### config.mk
export PLATFORM = sky130hd
export DESIGN_NAME = alu_op_issue
export DESIGN_NICKNAME = d
export VERILOG_FILES = /design/src/rtl/alu_op_issue.sv
export SDC_FILE = /design/constraint.sdc
export NUM_CORES = 1
export LEC_CHECK = 0
export CORE_MARGIN = 2
export CORE_UTILIZATION = 54
export CTS_BUF_LIST = sky130_fd_sc_hd__clkbuf_4 sky130_fd_sc_hd__clkbuf_8
export DETAILED_ROUTE_END_ITERATION = 10
export GPL_TIMING_DRIVEN = 0
export MAX_ROUTING_LAYER = met4
export PLACE_DENSITY_LB_ADDON = 0.08
export SLEW_MARGIN = 20
export SYNTH_ARGS = -nofsm -noshare
export SYNTH_HDL_FRONTEND = slang
export SYNTH_SLANG_ARGS = --single-unit
### constraint.sdc
create_clock -name clk -period 5.69 [get_ports clk]
set_clock_uncertainty 0.2 [all_clocks]
set_input_delay 0.569 -clock clk [delete_from_list [all_inputs] [get_ports clk]]
set_output_delay 0.569 -clock clk [all_outputs]
set_load 0.01 [all_outputs]
### src/rtl/alu_op_issue.sv
// -----------------------------------------------------------------------------
// alu_op_issue
// Issue stage that decodes an RV64 instruction plus register-file read data into
// the {ALUCtrl, A, B} triple consumed by the 64-bit ALU. The decoded operation
// is registered and handed to execute over a valid/ready handshake. A 2-entry
// skid buffer (output register + skid register) absorbs back-pressure so that
// in_ready can be a pure flop with no combinational path from out_ready.
//
// Ports:
//   clk        in   clock, rising edge
//   rst_n      in   synchronous active-low reset
//   flush      in   discard all buffered operations (beats accept and drain)
//   in_valid   in   upstream instruction valid
//   in_ready   out  stage can accept an instruction this cycle (registered)
//   instr      in   32-bit instruction word
//   rs1_data   in   register source 1 value
//   rs2_data   in   register source 2 value
//   out_valid  out  A/B/ALUCtrl/illegal valid
//   out_ready  in   execute stage accepts
//   A, B       out  ALU operands
//   ALUCtrl    out  ALU control code
//   illegal    out  presented operation is undecodable
// -----------------------------------------------------------------------------
module alu_op_issue #(
    parameter int unsigned XLEN         = 64,
    parameter logic [3:0]  ILLEGAL_CODE = 4'b1111
) (
    input  logic            clk,
    input  logic            rst_n,
    input  logic            flush,
    input  logic            in_valid,
    output logic            in_ready,
    input  logic [31:0]     instr,
    input  logic [XLEN-1:0] rs1_data,
    input  logic [XLEN-1:0] rs2_data,
    output logic            out_valid,
    input  logic            out_ready,
    output logic [XLEN-1:0] A,
    output logic [XLEN-1:0] B,
    output logic [3:0]      ALUCtrl,
    output logic            illegal
);

    localparam logic [3:0] CtrlAdd = 4'b0010;
    localparam logic [3:0] CtrlSub = 4'b0110;
    localparam logic [3:0] CtrlMul = 4'b0011;
    localparam logic [3:0] CtrlDiv = 4'b0001;
    localparam logic [3:0] CtrlSlt = 4'b0111;
    localparam logic [3:0] CtrlAnd = 4'b0000;

    localparam logic [6:0] OpReg    = 7'b0110011;
    localparam logic [6:0] OpImm    = 7'b0010011;
    localparam logic [6:0] OpLoad   = 7'b0000011;
    localparam logic [6:0] OpStore  = 7'b0100011;
    localparam logic [6:0] OpBranch = 7'b1100011;

    typedef struct packed {
        logic [3:0]      ctrl;
        logic            ill;
        logic [XLEN-1:0] a;
        logic [XLEN-1:0] b;
    } op_t;

    typedef enum logic [1:0] {
        StEmpty,
        StOne,
        StTwo
    } state_e;

    // -------------------------------------------------------------------------
    // Combinational decode
    // -------------------------------------------------------------------------
    logic [6:0]      w_opcode;
    logic [2:0]      w_funct3;
    logic [6:0]      w_funct7;
    logic [XLEN-1:0] w_imm_i;
    logic [XLEN-1:0] w_imm_s;
    op_t             w_dec;
    logic            w_unused_fields;

    assign w_opcode = instr[6:0];
    assign w_funct3 = instr[14:12];
    assign w_funct7 = instr[31:25];
    assign w_imm_i  = {{(XLEN-12){instr[31]}}, instr[31:20]};
    assign w_imm_s  = {{(XLEN-12){instr[31]}}, instr[31:25], instr[11:7]};

    // Register-index fields are resolved upstream; only the data is used here.
    assign w_unused_fields = ^instr[19:15];

    always_comb begin
        // Default is the illegal encoding; legal cases override it.
        w_dec.ctrl = ILLEGAL_CODE;
        w_dec.ill  = 1'b1;
        w_dec.a    = rs1_data;
        w_dec.b    = rs2_data;
        unique case (w_opcode)
            OpReg: begin
                unique case ({w_funct7, w_funct3})
                    {7'b0000000, 3'b000}: begin w_dec.ctrl = CtrlAdd; w_dec.ill = 1'b0; end
                    {7'b0100000, 3'b000}: begin w_dec.ctrl = CtrlSub; w_dec.ill = 1'b0; end
                    {7'b0000001, 3'b000}: begin w_dec.ctrl = CtrlMul; w_dec.ill = 1'b0; end
                    {7'b0000001, 3'b100}: begin w_dec.ctrl = CtrlDiv; w_dec.ill = 1'b0; end
                    {7'b0000000, 3'b010}: begin w_dec.ctrl = CtrlSlt; w_dec.ill = 1'b0; end
                    {7'b0000000, 3'b111}: begin w_dec.ctrl = CtrlAnd; w_dec.ill = 1'b0; end
                    default: ;
                endcase
            end
            OpImm: begin
                unique case (w_funct3)
                    3'b000: begin
                        w_dec.ctrl = CtrlAdd; w_dec.ill = 1'b0; w_dec.b = w_imm_i;
                    end
                    3'b010: begin
                        w_dec.ctrl = CtrlSlt; w_dec.ill = 1'b0; w_dec.b = w_imm_i;
                    end
                    3'b111: begin
                        w_dec.ctrl = CtrlAnd; w_dec.ill = 1'b0; w_dec.b = w_imm_i;
                    end
                    default: ;
                endcase
            end
            OpLoad: begin
                w_dec.ctrl = CtrlAdd;
                w_dec.ill  = 1'b0;
                w_dec.b    = w_imm_i;
            end
            OpStore: begin
                w_dec.ctrl = CtrlAdd;
                w_dec.ill  = 1'b0;
                w_dec.b    = w_imm_s;
            end
            OpBranch: begin
                if (w_funct3 == 3'b000) begin
                    w_dec.ctrl = CtrlSub;
                    w_dec.ill  = 1'b0;
                end
            end
            default: ;
        endcase
    end

    // -------------------------------------------------------------------------
    // Skid-buffer FSM
    // -------------------------------------------------------------------------
    state_e r_state;
    state_e w_state_next;
    logic   r_in_ready;
    logic   w_accept;
    op_t    r_out;
    op_t    r_skid;

    // in_ready is a flop, so accept needs no knowledge of out_ready.
    assign w_accept = in_valid && r_in_ready;

    // State register
    always_ff @(posedge clk) begin
        if (!rst_n) begin
            r_state    <= StEmpty;
            r_in_ready <= 1'b1;
        end else begin
            r_state    <= w_state_next;
            r_in_ready <= (w_state_next != StTwo);
        end
    end

    // Next-state logic; flush overrides everything.
    always_comb begin
        w_state_next = r_state;
        if (flush) begin
            w_state_next = StEmpty;
        end else begin
            case (r_state)
                StEmpty: if (w_accept) w_state_next = StOne;
                StOne: begin
                    if (w_accept && !out_ready)      w_state_next = StTwo;
                    else if (!w_accept && out_ready) w_state_next = StEmpty;
                end
                StTwo:   if (out_ready) w_state_next = StOne;
                default: w_state_next = StEmpty;
            endcase
        end
    end

    // Datapath registers. Flush only clears state; stale data is harmless.
    always_ff @(posedge clk) begin
        if (!rst_n) begin
            r_out  <= '0;
            r_skid <= '0;
        end else if (!flush) begin
            case (r_state)
                StEmpty: if (w_accept) r_out <= w_dec;
                StOne: begin
                    if (w_accept) begin
                        if (out_ready) r_out  <= w_dec;
                        else           r_skid <= w_dec;
                    end
                end
                StTwo:   if (out_ready) r_out <= r_skid;
                default: ;
            endcase
        end
    end

    // Output logic
    always_comb begin
        out_valid = (r_state != StEmpty);
        in_ready  = r_in_ready;
        A         = r_out.a;
        B         = r_out.b;
        ALUCtrl   = r_out.ctrl;
        illegal   = r_out.ill;
    end

endmodule
Yosys cells after proc, flatten, opt, wreduce, memory -nomap -nowiden
Cells that the tools add are included.

word-level totals
  output and inout port bits = 135
  flip-flop bits (word level) = 269

operators by class
  bitwise operators = 2
  muxes and demuxes = 17
  equal/unequal tests = 19
  reduce and logical (&&, ||, !) cells = 14

operators by type and width
  cell                                                                     count
  133-bit two-way mux                                                      4
  133-bit case mux with 3 select lines                                     1
  64-bit case mux with 3 select lines                                      1
  64-bit two-way mux                                                       1
  5-bit case mux with 6 select lines                                       1
  10-bit by 4-bit equality test with 1-bit output (second input constant)  2
  5-bit case mux with 4 select lines                                       1
  5-bit case mux with 3 select lines                                       1
  7-bit by 6-bit equality test with 1-bit output (second input constant)   2
  10-bit by 2-bit equality test with 1-bit output (second input constant)  1
  10-bit by 3-bit equality test with 1-bit output (second input constant)  1
  10-bit by 9-bit equality test with 1-bit output (second input constant)  1
  10-bit logical NOT                                                       1
  2-bit two-way mux                                                        5
  2-bit != test (second input constant)                                    5
  7-bit by 2-bit equality test with 1-bit output (second input constant)   1
  7-bit by 5-bit equality test with 1-bit output (second input constant)   1
  7-bit equality test (second input constant)                              1
  2-bit case mux with 3 select lines                                       1
  6-bit AND reduction                                                      1
  5-bit two-way mux                                                        1
  4-bit AND reduction                                                      1
  3-bit by 2-bit equality test with 1-bit output (second input constant)   1
  3-bit equality test (second input constant)                              1
  11 further kinds                                                         15

Longest topological paths before layout
Gate-level depths: netlist (run 1).

  word-level depth = 8
  depth in mapped cells = 9
  depth with buffers taken out = 5

Worst setup path after synthesis (run 1)
Ideal clock, no wire load.

  path kind = input port to flip-flop
  start point = input port instr[27]
  end point = register r_out (netlist bit ALUCtrl[1])
  path buffers = 0
  stages = 5
  arrival = 2.027 ns
  required time = 5.370 ns
  slack = 3.343 ns
  cell sequence = or4_4 > or3_4 > o32a_1 > nor3_1 > o21ai_1

on the way
  longest elaborated chain between the ends = 6
  elaborated cells between the ends (all ways) = 12
  those cells by class = 5 x eq/ne; 6 x mux; 1 x reduce/logical

RTL lines
  item                                                                           line  text
  start, declared                                                                33    input logic [31:0] instr,
  10-bit by 3-bit equality test with 1-bit output, or another cell as far along  98    unique case ({w_funct7, w_funct3})
  5-bit case mux with 6 select lines *                                           98
  5-bit case mux with 4 select lines *                                           96    unique case (w_opcode)
  133-bit two-way mux                                                            194   if (out_ready) r_out <= w_dec;
  133-bit two-way mux                                                            193   if (w_accept) begin
  133-bit case mux with 3 select lines *                                         190   case (r_state)
  end signal, assigned                                                           191   StEmpty: if (w_accept) r_out <= w_dec;
  end signal, assigned                                                           194
  end signal, assigned                                                           198   StTwo: if (out_ready) r_out <= r_skid;
  end, declared                                                                  149   op_t r_out;

Mark *: on every way between the ends. The rest lies on a longest branch, timed or not. The select of a mux whose other input is x is not followed.
A chain may end at the register's enable or synchronous reset.

Worst setup path after layout (run 1)
  start point = input port flush
  end point = register r_skid[42] in the netlist's numbering

on the way
  longest elaborated chain between the ends = 2

RTL lines
  item                           line  text
  start, declared                30    input logic flush,
  1-bit inverter (no line)       n/a
  4-bit AND reduction (no line)  n/a
  end signal, assigned           195   else r_skid <= w_dec;
  end, declared                  150   op_t r_skid;

No other way between the ends.

==> results.txt, run 1 <==
status = completed
htree depth = 2
Vias per Instance = 5.799
sequential fraction of the synthesis area = 0.4692
# setup viols final = 0
Setup crit start kind = primary input
final hold vios = 0
DIE AREA = 0.02227 mm^2
1st-pass router iterations = 6
HP Class = primary input to register
Async SR Flop Fraction = 0
commonest cells after routing, fill and taps aside = nand2_1, clkdlybuf4s50_1, dfxtp_1
share of cells above drive strength 1 = 0.06621
Post-synth top flop = dfxtp_1
routed wire length per instance = 17.97 um
Synth Instances = 1401
Post-CTS Resized = 0
Boundary Pins = 300
Peak VDD IR = 0.0002027 V
synthesized flop and latch total = 267
largest net degree at the start of global routing = 11
CP Capture Type = register
total CTS buffers = 44
CTS tree = done
DRC = 0
critical path peak fanout = 10
Final GP Congestion = 0.8795
Syn-to-layout area delta = 36.50%
vias post-DR = 11853
Post-Syn Area = 0.01139 mm^2
antenna violations before repair = 1
Die Y = 149.2 um
Mapped Nets = 1566
Clock Tree Buf Depth = 3
Syn Area/Cell = 8.131 um^2
CTS Hold Bufs = 0
fill count = 1652
Initial Util = 0.5453
number of global-route vias before repair = 11455
NumNets Final = 1902
Routed WL = 36740 um
count of different cell masters after synthesis = 44
CTS Sinks = 267
MaxCap Viol Count = 0
Final Max Tran Viols = 0
actual slew at the worst max-slew pin = 859.8 ps
post-route ant nets = 0
Post-synth EDFFs = 0
root buffer cell = clkbuf_8
grt ovf = 0
HPWL reported at the end of detailed placement = 25870 um
leading cell type in the layout, fill and taps excluded = nand2_1
Tot GR Track Use = 0.3301
power per cell area = 274.1 mW/mm^2
Period minus WS final = 3289 ps
die width = 149.2 um
core outline area = 0.02089 mm^2
# Post-CTS Setup Buffers = 0
Clk Latency, worst-skew pair = 550 ps
Lkg Pwr = 6.217 nW
Arr. time, crit path = 3500 ps
first-pass GRT wire length = 57670 um
slack of the critical path = 2401 ps
period utilisation layout = 0.5781
Clock transition at path regs = 60 ps
Slew headroom = 0.4237
Worst Path Class, Setup = primary input to register
# rows = 53
IO buf count = 290
post-place setup slack = 1903 ps
Setup TNS = 0 ps
initial DRC count = 739
RSZ-0062 raised after global routing = false
WP data required = 5900 ps
Yosys warnings = 0
fmax = 304.0 MHz
## flip-flops by register name (all words and copies together) (netlist names)
signal / flops
B: 64
r_skid: 132
in_ready: 1
ALUCtrl: 4
r_state: 2
A: 64
## layout make-up
cell class                      instances  area (um^2)  area share
Antenna cell                            2        5.005   0.0003219
Buffer                                143        581.8     0.03742
Timing Repair Buffer                  290         2903      0.1867
Clock buffer                           71        877.1     0.05641
Inverter                                3        11.26   0.0007242
Multi-Input combinational cell        988         5453      0.3507
Sequential cell                       267         5345      0.3438
Clock inverter                          5        28.78    0.001851
Tap cell                              275        344.1     0.02213
## where the power goes
group	switching [mW]	total (mW)	internal (mW)
clock	0.756	1.73	0.972
sequential	0.0393	1.98	1.94
combinational	0.264	0.552	0.288
## cells in the mapped netlist (2+ instances only)
cell	number	area, um^2
dfxtp_1	267	5345
o2bb2ai_1	55	481.7
nor4_1	3	18.77
o211ai_1	2	15.01
or2_2	2	12.51
a2bb2oi_1	5	43.79
nor2b_1	3	18.77
and3b_1	2	17.52
nand2_1	317	1190
inv_1	3	11.26
nor2_1	16	60.06
clkbuf_1	108	405.4
o21bai_1	3	22.52
a21boi_0	64	480.5
mux2i_1	13	130.1
o221ai_1	10	87.58
o211a_1	66	660.6
buf_2	33	165.2
nand2b_1	5	31.28
nor3_1	5	25.02
o21ai_0	182	910.9
nand3_1	89	445.4
a21oi_1	127	635.6
## logic make-up after synthesis
group,after synthesis,share of synthesized area
AO/OA/AOI/OAI,525,0.3009
AND/OR/NAND/NOR,450,0.1664
flip-flops,267,0.4692
buffers and inverters,146,0.05207
multiplexers,13,0.01142
## metal layers
layer | up-vias | share of wire | global-route usage
met5 | - | 0 | -
met4 | 0 | 0.035 | 0.1295
met3 | 103 | 0.083 | 0.06514
met2 | 523 | 0.48 | 0.5456
met1 | 5616 | 0.40 | 0.3983
li1 | 5611 | - | -
## through the flow
step	area (um^2)	utilization	hold slack [ps]	power (mW)	instances
after global routing	15550	0.7442	232.5	4.406	2043
after global placement	14640	0.7007	249.5	2.556	1966
after floorplan	11390	-	243.7	2.246	1401
after detailed placement	14640	0.7007	256.6	2.566	1966
final	15550	0.7444	214.9	4.262	2044
after CTS	15540	0.7441	190.6	4.272	2042
## worst max-delay path, cell delays in order
cell,delay (ps)
clkdlybuf4s50_1,600
clkbuf_1,320
nor3_2,770
clkbuf_1,650
clkbuf_1,430
a21oi_1,140
## path summary, 6_finish.rpt
path / startpoint / endpoint / slack [ps] / cells past startpoint
min reg2reg: r_skid[118]$_SDFFE_PN0P_ / r_skid[118]$_SDFFE_PN0P_ / 260 / 2
max: flush / r_skid[42]$_SDFFE_PN0P_ / 2400 / 6
min: rst_n / r_state[0]$_SDFF_PN0_ / 210 / 3
max reg2reg: r_state[1]$_SDFF_PN0_ / r_skid[42]$_SDFFE_PN0P_ / 2770 / 6
Power figures use the tool's default switching activity.
==> inputs of run 2 (changes only) <==
- CORE_UTILIZATION: 54 -> 50
- clock period: 5.69 -> 3.4 ns (I/O delays scaled with it)
==> run 2 against run 1 <==
First-iteration DRC count is 8.3% higher. Global-route usage down 2.7 points. Sequential cell count unchanged. Highest routed layer unchanged. Sequential share of layout area rose by 0.16 points. Sequential power is 68% higher. Wire length fell by 0.31%. Utilization decreased by 5.7 points. Critical endpoint is now r_skid[36]$_SDFFE_PN0P_. Non-clock buffer count unchanged. Clock power is 57% higher. Cell count up 0.15%. Critical path depth did not move. Via count fell by 1.7%.
==> results.txt, run 2 (synthesized netlist as in run 1, its figures left out) <==
Worst Path Class, Setup = primary input to register (unchanged)
final hold vios = 0 (unchanged)
# Post-CTS Setup Buffers = 0 (unchanged)
slack of the critical path = 194.3 ps (was 2401 ps)
root buffer cell = clkbuf_8 (unchanged)
fill count = 1916 (was 1652)
post-route cell area = 0.01548 mm^2 (was 0.01555 mm^2)
post-place setup slack = -289.9 ps (was 1903 ps)
Clock Tree Buf Depth = 3 (unchanged)
Initial Util = 0.5062 (was 0.5453)
commonest cells after routing, fill and taps aside = nand2_1, clkdlybuf4s50_1, dfxtp_1 (unchanged)
Slew headroom = 0.3580 (was 0.4237)
Worst Hold Path Cells = 3 (unchanged)
DIE AREA = 0.02400 mm^2 (was 0.02227 mm^2)
post-layout util = 0.6879 (was 0.7444)
first-pass GRT wire length = 57300 um (was 57670 um)
Top reg by flops = r_skid (unchanged)
Vias per Instance = 5.690 (was 5.799)
IO buf count = 290 (unchanged)
Final Max Tran Viols = 0 (unchanged)
Cells after DPL = 1976 (was 1966)
# rows = 55 (was 53)
actual slew at the worst max-slew pin = 957.8 ps (was 859.8 ps)
1st-pass router iterations = 6 (unchanged)
power per cell area = 449.5 mW/mm^2 (was 274.1 mW/mm^2)
HPWL reported at the end of detailed placement = 25920 um (was 25870 um)
htree depth = 2 (unchanged)
Final GP Congestion = 0.8667 (was 0.8795)
Arr. time, crit path = 3410 ps (was 3500 ps)
Tot GR Track Use = 0.3034 (was 0.3301)
antenna violations before repair = 2 (was 1)
period utilisation layout = 0.9428
# setup viols final = 0 (unchanged)
status = completed (unchanged)
Boundary Pins = 300 (unchanged)
post-placement cell area = 0.01465 mm^2 (was 0.01464 mm^2)
Syn-to-layout area delta = 35.89% (was 36.50%)
Clock transition at path regs = 60 ps (about the same)
Period minus WS final = 3206 ps
Routed WL = 36620 um (was 36740 um)
CTS Hold Bufs = 0 (unchanged)
number of global-route vias before repair = 11117 (was 11455)
Lkg Pwr = 6.172 nW (was 6.217 nW)
die width = 154.9 um (was 149.2 um)
grt ovf = 0 (unchanged)
NumNets Final = 1902 (unchanged)
MaxCap Viol Count = 0 (unchanged)
final cell count without fillers = 2047 (was 2044)
Clk Latency, worst-skew pair = 540 ps (was 550 ps)
DRC = 0 (unchanged)
CTS tree = done (unchanged)
critical path peak fanout = 10 (unchanged)
Die Y = 154.9 um (was 149.2 um)
largest net degree at the start of global routing = 11 (unchanged)
total CTS buffers = 44 (unchanged)
share of cells above drive strength 1 = 0.06250 (was 0.06621)
max FFs per register = 132 (unchanged)
routed wire length per instance = 17.89 um (was 17.97 um)
leading cell type in the layout, fill and taps excluded = nand2_1 (unchanged)
RSZ-0062 raised after global routing = false (unchanged)
Peak VDD IR = 0.0003315 V (was 0.0002027 V)
Post-CTS Resized = 0 (unchanged)
initial DRC count = 800 (was 739)
Register-to-Register Path Depth = 6 (unchanged)
Setup crit start kind = primary input (unchanged)
CTS Sinks = 267 (unchanged)
fmax = 311.9 MHz
CP Capture Type = register (unchanged)
post-route ant nets = 0 (unchanged)
core outline area = 0.02250 mm^2 (was 0.02089 mm^2)
WP data required = 3600 ps (was 5900 ps)
HP Class = primary input to register (unchanged)
vias post-DR = 11647 (was 11853)
Pwr Total = 6.957 mW (was 4.262 mW)
==> run 2: cell count changes in the layout (fill, tap and decap cells not counted), sizes merged <==
cell    before  now
clkbuf     179  174
clkinv       4    3
inv          4    3
==> run 2: power by group <==
part	internal [mW]	leakage (nW)	switching [mW]
combinational	0.482	3.55	0.439
clock	1.50	0.445	1.22
sequential	3.25	2.17	0.0664
total	5.23	6.17	1.73
==> run 2: per-layer routing <==
| layer | up-vias | global-route usage | wire (um) |
|---|---|---|---|
| li1 | 5626 | - | - |
| met4 | 0 | 0.1071 | 1147 |
| met1 | 5474 | 0.3773 | 15240 |
| met3 | 79 | 0.07382 | 3208 |
| met2 | 468 | 0.4834 | 17020 |
| met5 | - | - | 0 |
==> run 2: path summary, 6_finish.rpt <==
kind	from	to	slack (ps)
worst min-delay path	rst_n	r_state[0]$_SDFF_PN0_	40
worst max-delay path	flush	r_skid[36]$_SDFFE_PN0P_	190
worst max register to register	in_ready$_SDFF_PN1_	r_skid[36]$_SDFFE_PN0P_	330
worst min register to register	r_skid[102]$_SDFFE_PN0P_	r_skid[102]$_SDFFE_PN0P_	260
==> run 2: cell type report <==
type / count / area [um^2] / share of cell area
clock inverter: 3 / 15.01 / 0.0009700
buffer: 143 / 581.8 / 0.03759
timing repair buffer: 290 / 2903 / 0.1875
antenna: 2 / 5.005 / 0.0003233
inverter: 3 / 11.26 / 0.0007275
tap: 285 / 356.6 / 0.02304
clock buffer: 66 / 808.3 / 0.05222
sequential: 267 / 5345 / 0.3453
multi-input combinational: 988 / 5453 / 0.3523
==> run 2: per-stage QoR <==
stage	TNS (ps)	hold WS, ps
6_report	0	40.77
5_1_grt	0	79.93
4_1_cts	0	24.69
3_5_place_dp	-5970	256.5
3_3_place_gp	-8451	249.9
2_1_floorplan	0	243.7
==> run 2: worst max-delay path: stages <==
cell	delay (ps)
clkdlybuf4s50_1	630
clkbuf_1	310
nor3_2	840
clkbuf_1	710
clkbuf_1	420
a21oi_1	140
